**config.mk**
```make
export PLATFORM = sky130hd
export DESIGN_NAME = tdm_demux_1_to_4
export DESIGN_NICKNAME = d
export VERILOG_FILES = /design/src/rtl/tdm_pkg.sv /design/src/rtl/tdm_slot_capture.sv /design/src/rtl/tdm_demux_1_to_4.sv
export SDC_FILE = /design/constraint.sdc
export NUM_CORES = 1
export LEC_CHECK = 0
export ABC_CLOCK_PERIOD_IN_PS = 1100
export BUFFER_PORTS_ARGS = -buffer_cell sky130_fd_sc_hd__buf_2
export CORE_UTILIZATION = 30
export CTS_CLUSTER_DIAMETER = 40
export DETAILED_ROUTE_END_ITERATION = 10
export HOLD_SLACK_MARGIN = 0.15
export SYNTH_ARGS = -nofsm -noshare
export SYNTH_HDL_FRONTEND = slang
export SYNTH_SLANG_ARGS = --single-unit
```
**constraint.sdc**
```tcl
create_clock -name clock -period 1.1 [get_ports clock]
set_input_delay 0.11 -clock clock [delete_from_list [all_inputs] [get_ports clock]]
set_output_delay 0.11 -clock clock [all_outputs]
set_load 0.01 [all_outputs]
```
**src/rtl/tdm_pkg.sv**
```systemverilog
// Shared constants and FSM state encoding for the TDM slot demultiplexer.
// The PARITY state exists only when TDM_DEMUX_PARITY_EN is defined.
package tdm_pkg;

  localparam int NUM_SLOTS  = 4;
  localparam int SLOT_IDX_W = 2;

  localparam logic [SLOT_IDX_W-1:0] LAST_SLOT = SLOT_IDX_W'(NUM_SLOTS - 1);

  typedef enum logic [1:0] {
    IDLE   = 2'd0,
    RECV   = 2'd1
`ifdef TDM_DEMUX_PARITY_EN
    ,
    PARITY = 2'd2
`endif
  } state_t;

endpackage

```
**src/rtl/tdm_slot_capture.sv**
```systemverilog
// Shadow register file holding one frame of slots. o_frame is a write-through
// view: the slot being written this cycle already shows the incoming data.
module tdm_slot_capture
  import tdm_pkg::*;
#(
  parameter int SLOT_W = 1
) (
  input  logic                        clock,
  input  logic                        resetn,
  input  logic                        i_we,
  input  logic [SLOT_IDX_W-1:0]       i_idx,
  input  logic [SLOT_W-1:0]           i_data,
  output logic [NUM_SLOTS*SLOT_W-1:0] o_frame
);

  logic [SLOT_W-1:0] r_slot [NUM_SLOTS];

  // NOTE: the shadow file is small and must read as zero after reset, so every
  // entry is cleared explicitly; larger memories would normally be left unreset.
  always_ff @(posedge clock or negedge resetn) begin
    if (!resetn) begin
      for (int k = 0; k < NUM_SLOTS; k++) r_slot[k] <= '0;
    end else if (i_we) begin
      r_slot[i_idx] <= i_data;
    end
  end

  // NOTE: o_frame gets a default before the loop so no path leaves it unassigned,
  // which keeps this block a pure mux rather than an inferred latch.
  always_comb begin
    o_frame = '0;
    for (int k = 0; k < NUM_SLOTS; k++) begin
      o_frame[k*SLOT_W +: SLOT_W] =
        (i_we && (i_idx == SLOT_IDX_W'(k))) ? i_data : r_slot[k];
    end
  end

endmodule

```
**src/rtl/tdm_demux_1_to_4.sv**
```systemverilog
// Reassembles 4-slot TDM frames into parallel channels, updated once per frame.
// Define TDM_DEMUX_PARITY_EN for a fifth even-parity beat per frame.
module tdm_demux_1_to_4
  import tdm_pkg::*;
#(
  parameter int SLOT_W = 1
) (
  input  logic                        clock,
  input  logic                        resetn,
  input  logic [SLOT_W-1:0]           din,
  input  logic                        din_valid,
  input  logic                        frame_start,
  output logic [NUM_SLOTS*SLOT_W-1:0] dout,
  output logic                        dout_valid,
  output logic                        frame_err,
  output logic                        parity_err
);

  state_t                        r_state;
  logic [SLOT_IDX_W-1:0]         r_slot_cnt;
  logic [NUM_SLOTS*SLOT_W-1:0]   r_dout;
  logic                          r_dout_valid;
  logic                          r_frame_err;

  logic                          w_we;
  logic [SLOT_IDX_W-1:0]         w_idx;
  logic [NUM_SLOTS*SLOT_W-1:0]   w_frame;

  // A frame_start beat always lands in slot 0, whatever state we are in.
  always_comb begin
    w_we  = 1'b0;
    w_idx = r_slot_cnt;
    if (din_valid) begin
      if (frame_start) begin
        w_we  = 1'b1;
        w_idx = '0;
      end else if (r_state == RECV) begin
        w_we = 1'b1;
      end
    end
  end

  tdm_slot_capture #(
    .SLOT_W (SLOT_W)
  ) u_capture (
    .clock   (clock),
    .resetn  (resetn),
    .i_we    (w_we),
    .i_idx   (w_idx),
    .i_data  (din),
    .o_frame (w_frame)
  );

`ifdef TDM_DEMUX_PARITY_EN
  logic r_parity_err;
`endif

  // NOTE: all state and outputs use non-blocking assignments so every register
  // samples pre-edge values, independent of statement order.
  always_ff @(posedge clock or negedge resetn) begin
    if (!resetn) begin
      r_state      <= IDLE;
      r_slot_cnt   <= '0;
      r_dout       <= '0;
      r_dout_valid <= 1'b0;
      r_frame_err  <= 1'b0;
`ifdef TDM_DEMUX_PARITY_EN
      r_parity_err <= 1'b0;
`endif
    end else begin
      r_dout_valid <= 1'b0;
      r_frame_err  <= 1'b0;
`ifdef TDM_DEMUX_PARITY_EN
      r_parity_err <= 1'b0;
`endif
      if (din_valid) begin
        case (r_state)
          IDLE: begin
            if (frame_start) begin
              r_slot_cnt <= SLOT_IDX_W'(1);
              r_state    <= RECV;
            end
          end
          RECV: begin
            if (frame_start) begin
              r_frame_err <= 1'b1;
              r_slot_cnt  <= SLOT_IDX_W'(1);
            end else if (r_slot_cnt == LAST_SLOT) begin
              r_slot_cnt <= '0;
`ifdef TDM_DEMUX_PARITY_EN
              r_state    <= PARITY;
`else
              r_dout       <= w_frame;
              r_dout_valid <= 1'b1;
              r_state      <= IDLE;
`endif
            end else begin
              r_slot_cnt <= r_slot_cnt + SLOT_IDX_W'(1);
            end
          end
`ifdef TDM_DEMUX_PARITY_EN
          PARITY: begin
            if (frame_start) begin
              r_frame_err <= 1'b1;
              r_slot_cnt  <= SLOT_IDX_W'(1);
              r_state     <= RECV;
            end else begin
              // Even parity: the check bit equals the XOR of all data bits.
              if (din[0] == ^w_frame) begin
                r_dout       <= w_frame;
                r_dout_valid <= 1'b1;
              end else begin
                r_parity_err <= 1'b1;
              end
              r_state <= IDLE;
            end
          end
`endif
          default: begin
            r_slot_cnt <= '0;
            r_state    <= IDLE;
          end
        endcase
      end
    end
  end

  assign dout       = r_dout;
  assign dout_valid = r_dout_valid;
  assign frame_err  = r_frame_err;
`ifdef TDM_DEMUX_PARITY_EN
  assign parity_err = r_parity_err;
`else
  assign parity_err = 1'b0;
`endif

endmodule

```
==> key figures <==
Run status
  – Outcome: finished with violations
  – Failing checks: setup timing

Worst setup path
  – Worst EP required: 1.26 ns
  – Setup crit end: u_capture.r_slot[2]$_DFFE_PN0P_
  – Reg2reg start: r_slot_cnt[1]$_DFFE_PN0P_
  – Top delay family on crit path: flip-flops
  – CP endpoint kind: flip-flop
  – Crit path kind: flip-flop to flip-flop
  – Worst EP arrival: 1.37 ns
  – Worst r2r path cells: 3
  – Worst setup SP type: flip-flop
  – Bufs and invs on worst path: 0
  – Worst-path fanout max: 6
  – CP max stage delay: 0.47 ns
  – Critical path origin: r_slot_cnt[1]$_DFFE_PN0P_
  – Reg2reg setup slack: -0.11 ns
  – CP max-delay cell: dfrtp_2
  – Reg2reg end: u_capture.r_slot[2]$_DFFE_PN0P_
  – Critical Path Stages: 3
  – Worst path cell trace: nand2b_4 > nor3_4 > mux2_4

Route
  – Vias: 473
  – DRC viols: 0
  – Met1 WL: 579 um
  – WL/cell: 12.05 um
  – Met3 WL: 23 um
  – Via density: 4.462
  – DRT Wirelength: 1.277 mm
  – Antenna viol nets, final: 0
  – Initial DRT Pass Iterations: 4
  – Max layer used: met4
  – First DRT Iteration DRCs: 8
  – Met2 WL post-DR: 654 um

Die
  – Die height: 47.99 um
  – Starting Density: 0.3201
  – Io pins: 12
  – Die Area: 2303 um^2
  – Site row count: 16
  – Die width: 47.99 um
  – Core footprint: 1982 um^2

Cells and area
  – # diodes: 0
  – Synthesis-to-finish area growth: 45.17%
  – Design Area, Final: 920.9 um^2
  – Layout cells sized above 1: 0.5063
  – Most frequent cells in the layout: dfrtp_1, buf_2, nand2_1, buf_4, o21ai_1
  – Non-Filler Instances: 106
  – Nets@finish: 87

Placed design
  – Gpl congestion: 0.7053
  – Placed Cells: 100
  – Port Buf Inserts: 10
  – DP HPWL: 899.6 um
  – Dpl cell area: 790.8 um^2

Min path
  – HP Class: input port to flip-flop
  – Hold Startpoint: din

GRT
  – Largest net degree at the start of global routing: 14
  – Initial antenna violation count: 0
  – Global Route Usage Sum: 0.1171
  – Gr ovfl total: 0
  – First-pass GRT wire length: 1.745 mm
  – Vias in the first global route: 398

STA
  – Clock Skews: 0.0008902 ns
  – Final setup vio count: 10
  – Tcrit/Tclk final: 1.099
  – Minimum hold slack: 0.1827 ns
  – Final WS setup: -0.1092 ns
  – RSZ-0062 raised after global routing: yes
  – Slew Limit Fails: 0
  – Fmax achieved: 0.8270 GHz
  – Final hold viol count: 0
  – Fin crit period: 1.209 ns

CTS
  – Clock Sinks: 13
  – H-tree depth: 1
  – CTS tree: done
  – Clk root buf: clkbuf_4
  – Clock transition at the registers of the reported paths: 0.08 ns
  – Clock latency on the worst-skew pair: 0.27 ns
  – Total CTS buffers: 3
  – Clock Path Buffers: 2

Logic synthesis
  – Cells after synthesis: 58
  – FF+latch count, synth: 13
  – Synth area leaders: dfrtp_1, nand2_1, mux2_1
  – Synth Area in Simple Gates: 0.2091
  – Post-synthesis mux area share: 0.1006
  – Sequential element share of the synthesized area: 0.5128
  – Post-synthesis cell type count: 27
  – Synthesized-area fraction occupied by adder cells: 0.03945
  – Synth Area in XOR/XNOR: 0
  – Synth warnings: 0
  – Area share of the largest cell type after synthesis: 0.5128
  – Synth Cell Area: 634.4 um^2
  – Compound-Gate Fraction of Synth Area: 0.09270
  – Dominant cell type by area after synthesis: dfrtp_1
  – Syn Nets: 65
  – Mean post-synth cell area: 10.94 um^2
  – Largest family of logic cells by synthesized area: simple AND/OR/NAND/NOR gates

Pwr
  – Peak VDD IR: 0.7123 mV
  – Sequential power share: 0.388
  – Internal Power: 1.398 mW
  – Switching pwr: 0.7838 mW
  – Leakage power: 0.4428 nW
  – Sw frac: 0.3592
  – Combinational share of power: 0.477
  – PD cells: 2370 nW/um^2
  – Clock network power share: 0.136

Job
  – MaxCap Viol Count: 0
-- state kept, by name (all words and copies together), names as in the netlist --
signal / cells
dout: 4
frame_err: 1
dout_valid: 1
r_state: 1
u_capture.r_slot: 4
r_slot_cnt: 2
-- worst register-to-register path: cells and delay by family (launching register included) --
kind	cells	cell delay [ns]
AND/OR/NAND/NOR	2	0.31
flip-flops	1	0.47
multiplexers	1	0.32
-- metal layers --
| layer | global-route usage | vias up |
|---|---|---|
| met2 | 0.1865 | 8 |
| met4 | 0.08333 | 0 |
| li1 | - | 244 |
| met5 | 0 | - |
| met1 | 0.1400 | 219 |
| met3 | 0.02264 | 2 |
-- worst min-delay path by stage --
stage / endpoint / depth (start not counted)
final: u_capture.r_slot[0]$_DFFE_PN0P_ / 2
after global placement: dout[2]$_DFFE_PN0P_ / 1
after floorplan: dout[0]$_DFFE_PN0P_ / 0
after CTS: u_capture.r_slot[0]$_DFFE_PN0P_ / 2
after global routing: u_capture.r_slot[0]$_DFFE_PN0P_ / 2
after detailed placement: dout[2]$_DFFE_PN0P_ / 1
-- logic make-up after synthesis --
group / count (synthesis)
AOI/OAI and AO/OA: 9
adders and majority gates: 2
other: 1
muxes: 6
and+or+nand+nor: 22
DFF: 13
buffers and inverters: 5
-- power groups by stage --
stage / clock [mW] / combinational [mW] / sequential, mW
floorplan: 0 / 0.435 / 0.852
global route: 0.336 / 1.13 / 0.879
finish: 0.296 / 1.04 / 0.846
global placement: 0 / 0.784 / 0.801
detailed placement: 0 / 0.798 / 0.817
CTS: 0.305 / 0.841 / 0.812
-- metrics by stage --
step	setup TNS (ns)	utilization	worst slack (ns)	power, mW
final	-0.5635	0.4646	-0.1092	2.182
after global routing	-1.079	0.4646	-0.1652	2.349
after CTS	-0.6679	0.4249	-0.1179	1.958
after detailed placement	-0.6940	0.3990	-0.1320	1.615
after global placement	-0.5507	0.3990	-0.1193	1.585
after floorplan	-0.3165	-	-0.09108	1.287
-- cells in the mapped netlist --
cell type,count
o22ai_1,1
a22o_1,1
nand4bb_1,1
nand2_2,1
mux2_1,3
mux2i_1,3
and3_1,1
nand2b_1,2
nor3_1,1
dfrtp_1,13
clkinv_1,1
conb_1,1
o21a_1,1
nand3_1,2
ha_1,2
nor3b_1,1
nand4b_2,1
nand2_1,9
a31oi_1,1
buf_4,1
o21ai_0,4
buf_2,2
inv_1,1
nor2_1,1
a21bo_1,1
nor4b_2,1
nor4_1,1
-- final cells by class --
cell class	count	area, um^2
clock buffer	4	26.28
fill	181	1061
tap	27	33.78
timing repair buffer	20	135.1
sequential	13	329.1
inverter	2	10.01
multi-input combinational	40	386.6
-- what timing repair did --
action	CTS	global route
hold buffers	1	0
pin swaps	3	10
setup buffers	0	1
hold endpoints to repair	15	0
cloned	0	0
resized for setup	6	16
setup endpoints to repair	10	11
Note: power is estimated with default switching activity, not from simulation.
